--- src/rtl/seq_mul_if.sv ---
// Operand/product handshake bundle for seq_mul: valid/ready on the operand side and on the product side.
interface seq_mul_if #(
    parameter int WIDTH = 8
);
    logic [WIDTH-1:0]   a;
    logic [WIDTH-1:0]   b;
    logic               in_valid;
    logic               in_ready;
    logic [2*WIDTH-1:0] prod;
    logic               out_valid;
    logic               out_ready;

    modport master (
        output a, b, in_valid, out_ready,
        input  in_ready, prod, out_valid
    );

    modport slave (
        input  a, b, in_valid, out_ready,
        output in_ready, prod, out_valid
    );
endinterface

--- src/rtl/seq_mul.sv ---
// Iterative shift-add multiplier, one partial product per cycle, unsigned or two's-complement.
// Optional SEQ_MUL_EARLY_TERM_EN: finish as soon as the remaining multiplier bits are all zero.
module seq_mul #(
    parameter int WIDTH  = 8,
    parameter bit SIGNED = 1'b0
) (
    input  logic     clk,
    input  logic     rst,
    seq_mul_if.slave bus
);
    localparam int PW = 2 * WIDTH;
    localparam int CW = $clog2(WIDTH);

    typedef enum logic [1:0] {
        IDLE,
        BUSY,
        DONE
    } state_t;

    state_t           state, state_n;
    logic [WIDTH-1:0] mcand, mcand_n;
    logic [WIDTH-1:0] mplier, mplier_n;
    logic [PW-1:0]    acc, acc_n;
    logic [PW-1:0]    prod, prod_n;
    logic [PW-1:0]    addend, acc_sum;
    logic [CW-1:0]    count, count_n;
    logic             sign, sign_n;
    logic             out_valid, out_valid_n;
    logic             a_neg, b_neg;
    logic             term_early;

    always_ff @(posedge clk) begin
        if (rst) begin
            state     <= IDLE;
            mcand     <= '0;
            mplier    <= '0;
            acc       <= '0;
            prod      <= '0;
            count     <= '0;
            sign      <= 1'b0;
            out_valid <= 1'b0;
        end else begin
            state     <= state_n;
            mcand     <= mcand_n;
            mplier    <= mplier_n;
            acc       <= acc_n;
            prod      <= prod_n;
            count     <= count_n;
            sign      <= sign_n;
            out_valid <= out_valid_n;
        end
    end

    // Operands are stored as magnitudes so the core loop is always unsigned;
    // -2^(W-1) negates to itself, which reads correctly as an unsigned magnitude.
    always_comb begin
        state_n     = state;
        mcand_n     = mcand;
        mplier_n    = mplier;
        acc_n       = acc;
        prod_n      = prod;
        count_n     = count;
        sign_n      = sign;
        out_valid_n = out_valid;

        a_neg   = SIGNED && bus.a[WIDTH-1];
        b_neg   = SIGNED && bus.b[WIDTH-1];
        addend  = PW'(mcand) << count;
        acc_sum = mplier[0] ? acc + addend : acc;
`ifdef SEQ_MUL_EARLY_TERM_EN
        term_early = (mplier == '0);
`else
        term_early = 1'b0;
`endif

        case (state)
            IDLE: begin
                if (bus.in_valid) begin
                    mcand_n  = a_neg ? -bus.a : bus.a;
                    mplier_n = b_neg ? -bus.b : bus.b;
                    sign_n   = a_neg ^ b_neg;
                    acc_n    = '0;
                    count_n  = '0;
                    state_n  = BUSY;
                end
            end
            BUSY: begin
                if (term_early) begin
                    prod_n      = sign ? -acc : acc;
                    out_valid_n = 1'b1;
                    state_n     = DONE;
                end else begin
                    acc_n    = acc_sum;
                    mplier_n = mplier >> 1;
                    count_n  = count + 1'b1;
                    if (count == CW'(WIDTH - 1)) begin
                        prod_n      = sign ? -acc_sum : acc_sum;
                        out_valid_n = 1'b1;
                        state_n     = DONE;
                    end
                end
            end
            DONE: begin
                if (bus.out_ready) begin
                    out_valid_n = 1'b0;
                    state_n     = IDLE;
                end
            end
            default: begin
                state_n = IDLE;
            end
        endcase
    end

    assign bus.in_ready  = (state == IDLE);
    assign bus.prod      = prod;
    assign bus.out_valid = out_valid;
endmodule
--- src/flat_wrapper.sv ---
// flat-port wrapper written by rule: the top's interface ports become plain ports
module seq_mul_flat 
#(
    parameter int WIDTH  = 8,
    parameter bit SIGNED = 1'b0
)
  (clk, rst, bus_a, bus_b, bus_in_valid, bus_out_ready, bus_in_ready, bus_prod, bus_out_valid);
  seq_mul_if #(.WIDTH(WIDTH)) bus_i ();
  input  logic clk;
  input  logic rst;
  input wire logic [$bits(bus_i.a)-1:0] bus_a;
  input wire logic [$bits(bus_i.b)-1:0] bus_b;
  input wire logic [$bits(bus_i.in_valid)-1:0] bus_in_valid;
  input wire logic [$bits(bus_i.out_ready)-1:0] bus_out_ready;
  output wire logic [$bits(bus_i.in_ready)-1:0] bus_in_ready;
  output wire logic [$bits(bus_i.prod)-1:0] bus_prod;
  output wire logic [$bits(bus_i.out_valid)-1:0] bus_out_valid;
  assign bus_i.a = bus_a;
  assign bus_i.b = bus_b;
  assign bus_i.in_valid = bus_in_valid;
  assign bus_i.out_ready = bus_out_ready;
  assign bus_in_ready = bus_i.in_ready;
  assign bus_prod = bus_i.prod;
  assign bus_out_valid = bus_i.out_valid;
  seq_mul #(.WIDTH(WIDTH), .SIGNED(SIGNED)) u_core (.clk(clk), .rst(rst), .bus(bus_i));
endmodule
--- config.mk ---
export PLATFORM = sky130hd
export DESIGN_NAME = seq_mul_flat
export DESIGN_NICKNAME = d
export VERILOG_FILES = /design/src/rtl/seq_mul_if.sv /design/src/rtl/seq_mul.sv /design/src/flat_wrapper.sv
export SDC_FILE = /design/constraint.sdc
export NUM_CORES = 1
export LEC_CHECK = 0
export BUFFER_PORTS_ARGS = -buffer_cell sky130_fd_sc_hd__buf_2
export CAP_MARGIN = 20
export CORE_MARGIN = 2
export CORE_UTILIZATION = 55
export CTS_BUF_LIST = sky130_fd_sc_hd__clkbuf_4
export DETAILED_ROUTE_END_ITERATION = 10
export PLACE_DENSITY_LB_ADDON = 0.2
export SETUP_SLACK_MARGIN = 0.02
export SKIP_LAST_GASP = 1
export SYNTH_ARGS = -nofsm -noshare
export SYNTH_HDL_FRONTEND = slang
export SYNTH_SLANG_ARGS = --single-unit
--- constraint.sdc ---
create_clock -name clk -period 4.6 [get_ports clk]
set_input_delay 0.92 -clock clk [delete_from_list [all_inputs] [get_ports clk]]
set_output_delay 0.92 -clock clk [all_outputs]
set_load 0.005 [all_outputs]
* Word-level counts from Yosys, hierarchy flattened
Index checks and enable logic that the tools add are counted.
** Storage, ports and cells
- Word-level logic and storage cells :: 38
- Output and inout port bits :: 18
- Register bits after elaboration :: 54
** Operators by class
- Shift operators :: 1
- Reduce and logical (&&, ||, !) cells :: 8
- Add/sub/neg operators :: 2
- Mux-type cells :: 14
- Equality and inequality tests :: 6
** Operators with widths (number)
- two-way mux 16 bit :: 2
- case mux 16 bit (2 select lines) :: 1
- adder 16 bit :: 1
- case mux 8 bit (2 select lines) :: 1
- << shifter 8 x 3 -> 16 bit :: 1
- two-way mux 8 bit :: 1
- two-way mux 2 bit :: 3
- case mux 2 bit (3 select lines) :: 1
- case mux 3 bit (2 select lines) :: 1
- AND reduction 2 bit :: 3
- AND reduction 3 bit :: 2
- inequality test 2 bit, second input constant :: 2
- nonzero test 2 bit :: 2
- adder 3 x 1 -> 3 bit, second input constant :: 1
- equality test 3 bit, second input constant :: 1
- two-way mux 3 bit :: 1
- equality test 2 x 1 -> 1 bit, second input constant :: 1
- equality test 2 bit, second input constant :: 1
- logical NOT 2 bit :: 1
- two-way mux 1 bit :: 2
- inequality test 2 x 1 -> 1 bit, second input constant :: 1
- case mux 1 bit (2 select lines) :: 1

* Logic depth before layout (Yosys ltp)
- Word-level depth :: 4
- Depth in mapped cells :: 14
- Depth with buffers taken out :: 13

* Least setup slack after synthesis
OpenSTA, ideal clock, no wires.
- Path kind :: reg-to-reg
- From :: register u_core.count[1]
- To :: register u_core.acc[12]
- Path slack :: 1.596 ns
- Data arrival time :: 2.882 ns
- Period minus slack after synthesis :: 3.004 ns
- Cell stages (with the launch flop) :: 14
- Setup time :: 0.122 ns
- Cells stage by stage :: dfxtp_1 clkbuf_1 clkbuf_1 mux2i_1 mux2_2 o22ai_1 ha_1 a21o_1 a21oi_1 a21oi_1 o21ai_2 a21oi_1 nor4b_1 a311o_1
** On the way
- Longest elaborated chain between the ends :: 4
** Ends and longest elaborated chain
- start, declared :: RTL line seq_mul.sv:26 : logic [CW-1:0] count, count_n;
- start signal, assigned :: RTL line seq_mul.sv:48 : count <= count_n;
- << shifter 8 x 3 -> 16 bit :: RTL line seq_mul.sv:68 : addend = PW'(mcand) << count;
- adder 16 bit :: RTL line seq_mul.sv:69 : acc_sum = mplier[0] ? acc + addend : acc;
- two-way mux 16 bit :: RTL line seq_mul.sv:69
- case mux 16 bit (2 select lines) :: RTL line seq_mul.sv:76 : case (state)
- end signal, assigned :: RTL line seq_mul.sv:46 : acc <= acc_n;
- end, declared :: RTL line seq_mul.sv:23 : logic [PW-1:0] acc, acc_n;
Every way passes these cells.
A chain may end at the register's enable or synchronous reset.

* Final worst setup path
- From :: register u_core.count[1]
- To :: register u_core.prod[15] (netlist: u_core.bus.prod[15])
** On the way
- Longest elaborated chain between the ends :: 3
- Elaborated cells between the ends (all ways) :: 5
- Those cells by class :: 1 x add/sub; 1 x eq/ne; 1 x shift; 1 x mux; 1 x reduce/logical
** Ends and longest elaborated chain
- << shifter 8 x 3 -> 16 bit :: RTL line seq_mul.sv:68
- adder 16 bit :: RTL line seq_mul.sv:69
- two-way mux 16 bit :: RTL line seq_mul.sv:69
- end signal, assigned :: RTL line seq_mul.sv:47 : prod <= prod_n;
- end, declared :: RTL line seq_mul.sv:24 : logic [PW-1:0] prod, prod_n;
Parallel ways exist; a longest one is shown, timed or not.

==> run metrics <==
DP Worst Slack 1.32 ns; fin. max-slew vios 0; site row count 28; die extent in x approximately 81 microns; delay-heaviest family, CP compound AO/OA/AOI/OAI gates; share of layout cells above drive strength 1 0.144; Die Height approximately 81 microns; CP dominant cell by count nand2_1; endpoint type of the worst setup path register; register area share after synthesis 0.332; # clock sinks 54; core area 5820 sq um; YS warnings 0; post-synthesis net count between 400 and 500; LEAKAGE 1.41 nW; clock latency at the later pin of the worst-skew pair 0.38 ns; DP HPWL 5190 microns; register area roughly 1100 sq um; cells along the critical path mux2_2, nand2_1, o21ai_0, nor2_1, a21oi_1, ha_1, and3_1, nand2_1, a211o_1, a221oi_2, o21ai_1, xor2_1, a211oi_2; io pins 38; grt total ovfl 0; Setup Skew roughly 0.017 ns; Post-CTS Resized 0; worst-path maximum fanout 15; WL/cell 14.4 microns; Post-Syn Instances ~400; placer congestion estimate 0.928; Die Area between 6000 and 7000 sq um; Worst EP required around 4.9 ns; Slew HR 0.296; Area Growth Syn to Fin 7.61%; Most used DFF post-synth dfxtp_1; commonest non-fill, non-tap cells in the layout nand2_1, dfxtp_1, nor2_1; # port buffers 37; initial antenna violation count 0; run status finished, final reports clean; Post-route DRC 0; Post-CTS Setup Bufs 0; placed insts between 400 and 500; worst-margin pin slew 1.06 ns; GR Util All Layers 0.235; Routed WL slightly above 7000 microns; Worst VDD drop 126 uV; H-Tree Depth 2; final setup margin 1.25 ns; pin count of the biggest net entering global routing 59; syn avg cell area 7.94 sq um; Setup violations, final 0; first-pass GRT wire length 12000 microns; RSZ-0062 raised after global routing no; Seq cells post-synth 54; fin crit period 3.35 ns; CP Launch Type register; TritonCTS buffer count 5; ant diodes 0; Post-synth EDFFs 0; Vias/cell 5.70; CTS root buffer clkbuf_4; number of iterations in the first detailed-routing pass 4; CTS tree yes; hold_buf cts 0; max-cap violations 0; # fillers approximately 550; Pwr per Cell Area 249 nW/um^2; Setup Crit Path Kind register to register; DRT antenna net count 0; Worst Hold Class register to register; Buf+Inv Stages, Crit Path 0; commonest non-fill, non-tap cell in the layout nand2_1; Distinct cells, synth slightly above 50; fmax 299 MHz; max incr delay on CP about 0.70 ns; final setup TNS 0 ns; Post-synth ARST share 0; Hold Vio Cnt, Final 0; Via Count about 2900; Clock Tree Buf Depth 2; footprint of the multi-input gates around 2000 sq um; WP data arrival 3.64 ns; Clock Pin Slew Worst Setup and Hold Paths 0.16 ns; nets@finish 467; Final period util 0.728; mapped cell area around 3300 sq um; Worst path slowest cell dfxtp_1; Cell Count, Final, Fillers Out 505; vias in the first global route 2605; Iter 0 DRT Violations 121; Initial Utilization 0.560
worst reg2reg max path: stages (launching register included):
cell      delay (ns)
dfxtp_1         0.70
mux2_2          0.41
nand2_1         0.06
o21ai_0         0.11
nor2_1          0.12
a21oi_1         0.05
ha_1            0.44
and3_1          0.25
nand2_1         0.07
a211o_1         0.32
a221oi_2        0.27
o21ai_1         0.10
xor2_1          0.17
a211oi_2        0.21
flip-flops by register name (all words and copies together), names as in the netlist:
signal                flops
u_core.count              3
u_core.mplier             8
u_core.state              2
u_core.bus.prod          16
u_core.mcand              8
u_core.bus.out_valid      1
u_core.acc               16
worst paths after layout:
| kind | start | endpoint | slack [ns] | cells past startpoint |
|---|---|---|---|---|
| max | u_core.count[1]$_SDFFE_PP0P_ | u_core.bus.prod[15]$_SDFFE_PP0P_ | 1.25 | 13 |
| min | u_core.bus.prod[1]$_SDFFE_PP0P_ | u_core.bus.prod[1]$_SDFFE_PP0P_ | 0.47 | 2 |
| max reg2reg | u_core.count[1]$_SDFFE_PP0P_ | u_core.bus.prod[15]$_SDFFE_PP0P_ | 1.25 | 13 |
| min reg2reg | u_core.bus.prod[1]$_SDFFE_PP0P_ | u_core.bus.prod[1]$_SDFFE_PP0P_ | 0.47 | 2 |
cells in the mapped netlist, drive strengths merged, types with 3 or more instances:
cell type,number,area (sq um)
nand2,63,236
dfxtp,54,1080
nor2,49,184
a21oi,36,180
mux2i,20,200
clkbuf,18,67.6
ha,17,213
o21ai,15,78.8
nand3,12,60.1
a211oi,11,87.6
a311oi,9,78.8
buf,9,63.8
inv,9,33.8
a21o,7,52.6
mux2,6,67.6
nand2b,6,37.5
nor3,6,30.0
o22ai,6,37.5
xor2,6,52.6
xnor2,5,43.8
a22oi,4,30.0
a31oi,4,25.0
and2,4,25.0
and3,4,25.0
nor2b,3,18.8
o31ai,3,27.5
per-layer routing:
layer  part of all wire  wire [microns]  GRT usage
met1               0.51            3690      0.324
met4             0.0099              72     0.0712
met2               0.44            3230      0.383
met3              0.037             270     0.0278
met5                  0               0          0
logic make-up after synthesis:
group,count (synthesis),share of synthesized area
and+or+nand+nor,157,0.212
DFF,54,0.332
buffers and inverters,36,0.0507
xor gates and xnor gates,11,0.0296
AOI/OAI and AO/OA,108,0.221
muxes,26,0.0823
adders and majority gates,18,0.0715
stage by stage:
stage | hold WS, ns | power, mW | utilization | instance area [sq um]
6_report | 0.467 | 0.873 | 0.602 | 3500
4_1_cts | 0.469 | 0.881 | 0.602 | 3500
2_1_floorplan | 0.445 | 0.586 | - | 3250
3_5_place_dp | 0.451 | 0.614 | 0.588 | 3420
5_1_grt | 0.498 | 0.918 | 0.602 | 3500
3_3_place_gp | 0.442 | 0.612 | 0.588 | 3420
where the power goes:
group | total (mW) | internal (mW) | switching, mW
Sequential | 0.492 | 0.480 | 0.0123
Clock | 0.268 | 0.121 | 0.147
Combinational | 0.112 | 0.0421 | 0.0702
Total | 0.873 | 0.643 | 0.230
final cells by class:
cell class,instances,area share
multi-input cells,320,0.574
flip-flops and latches,54,0.309
repair buffers,39,0.0572
well taps,75,0.0268
clock buffers,6,0.0129
clock inverters,2,0.0107
inverters,9,0.00965
No activity file was read; power rests on OpenSTA's default activity.
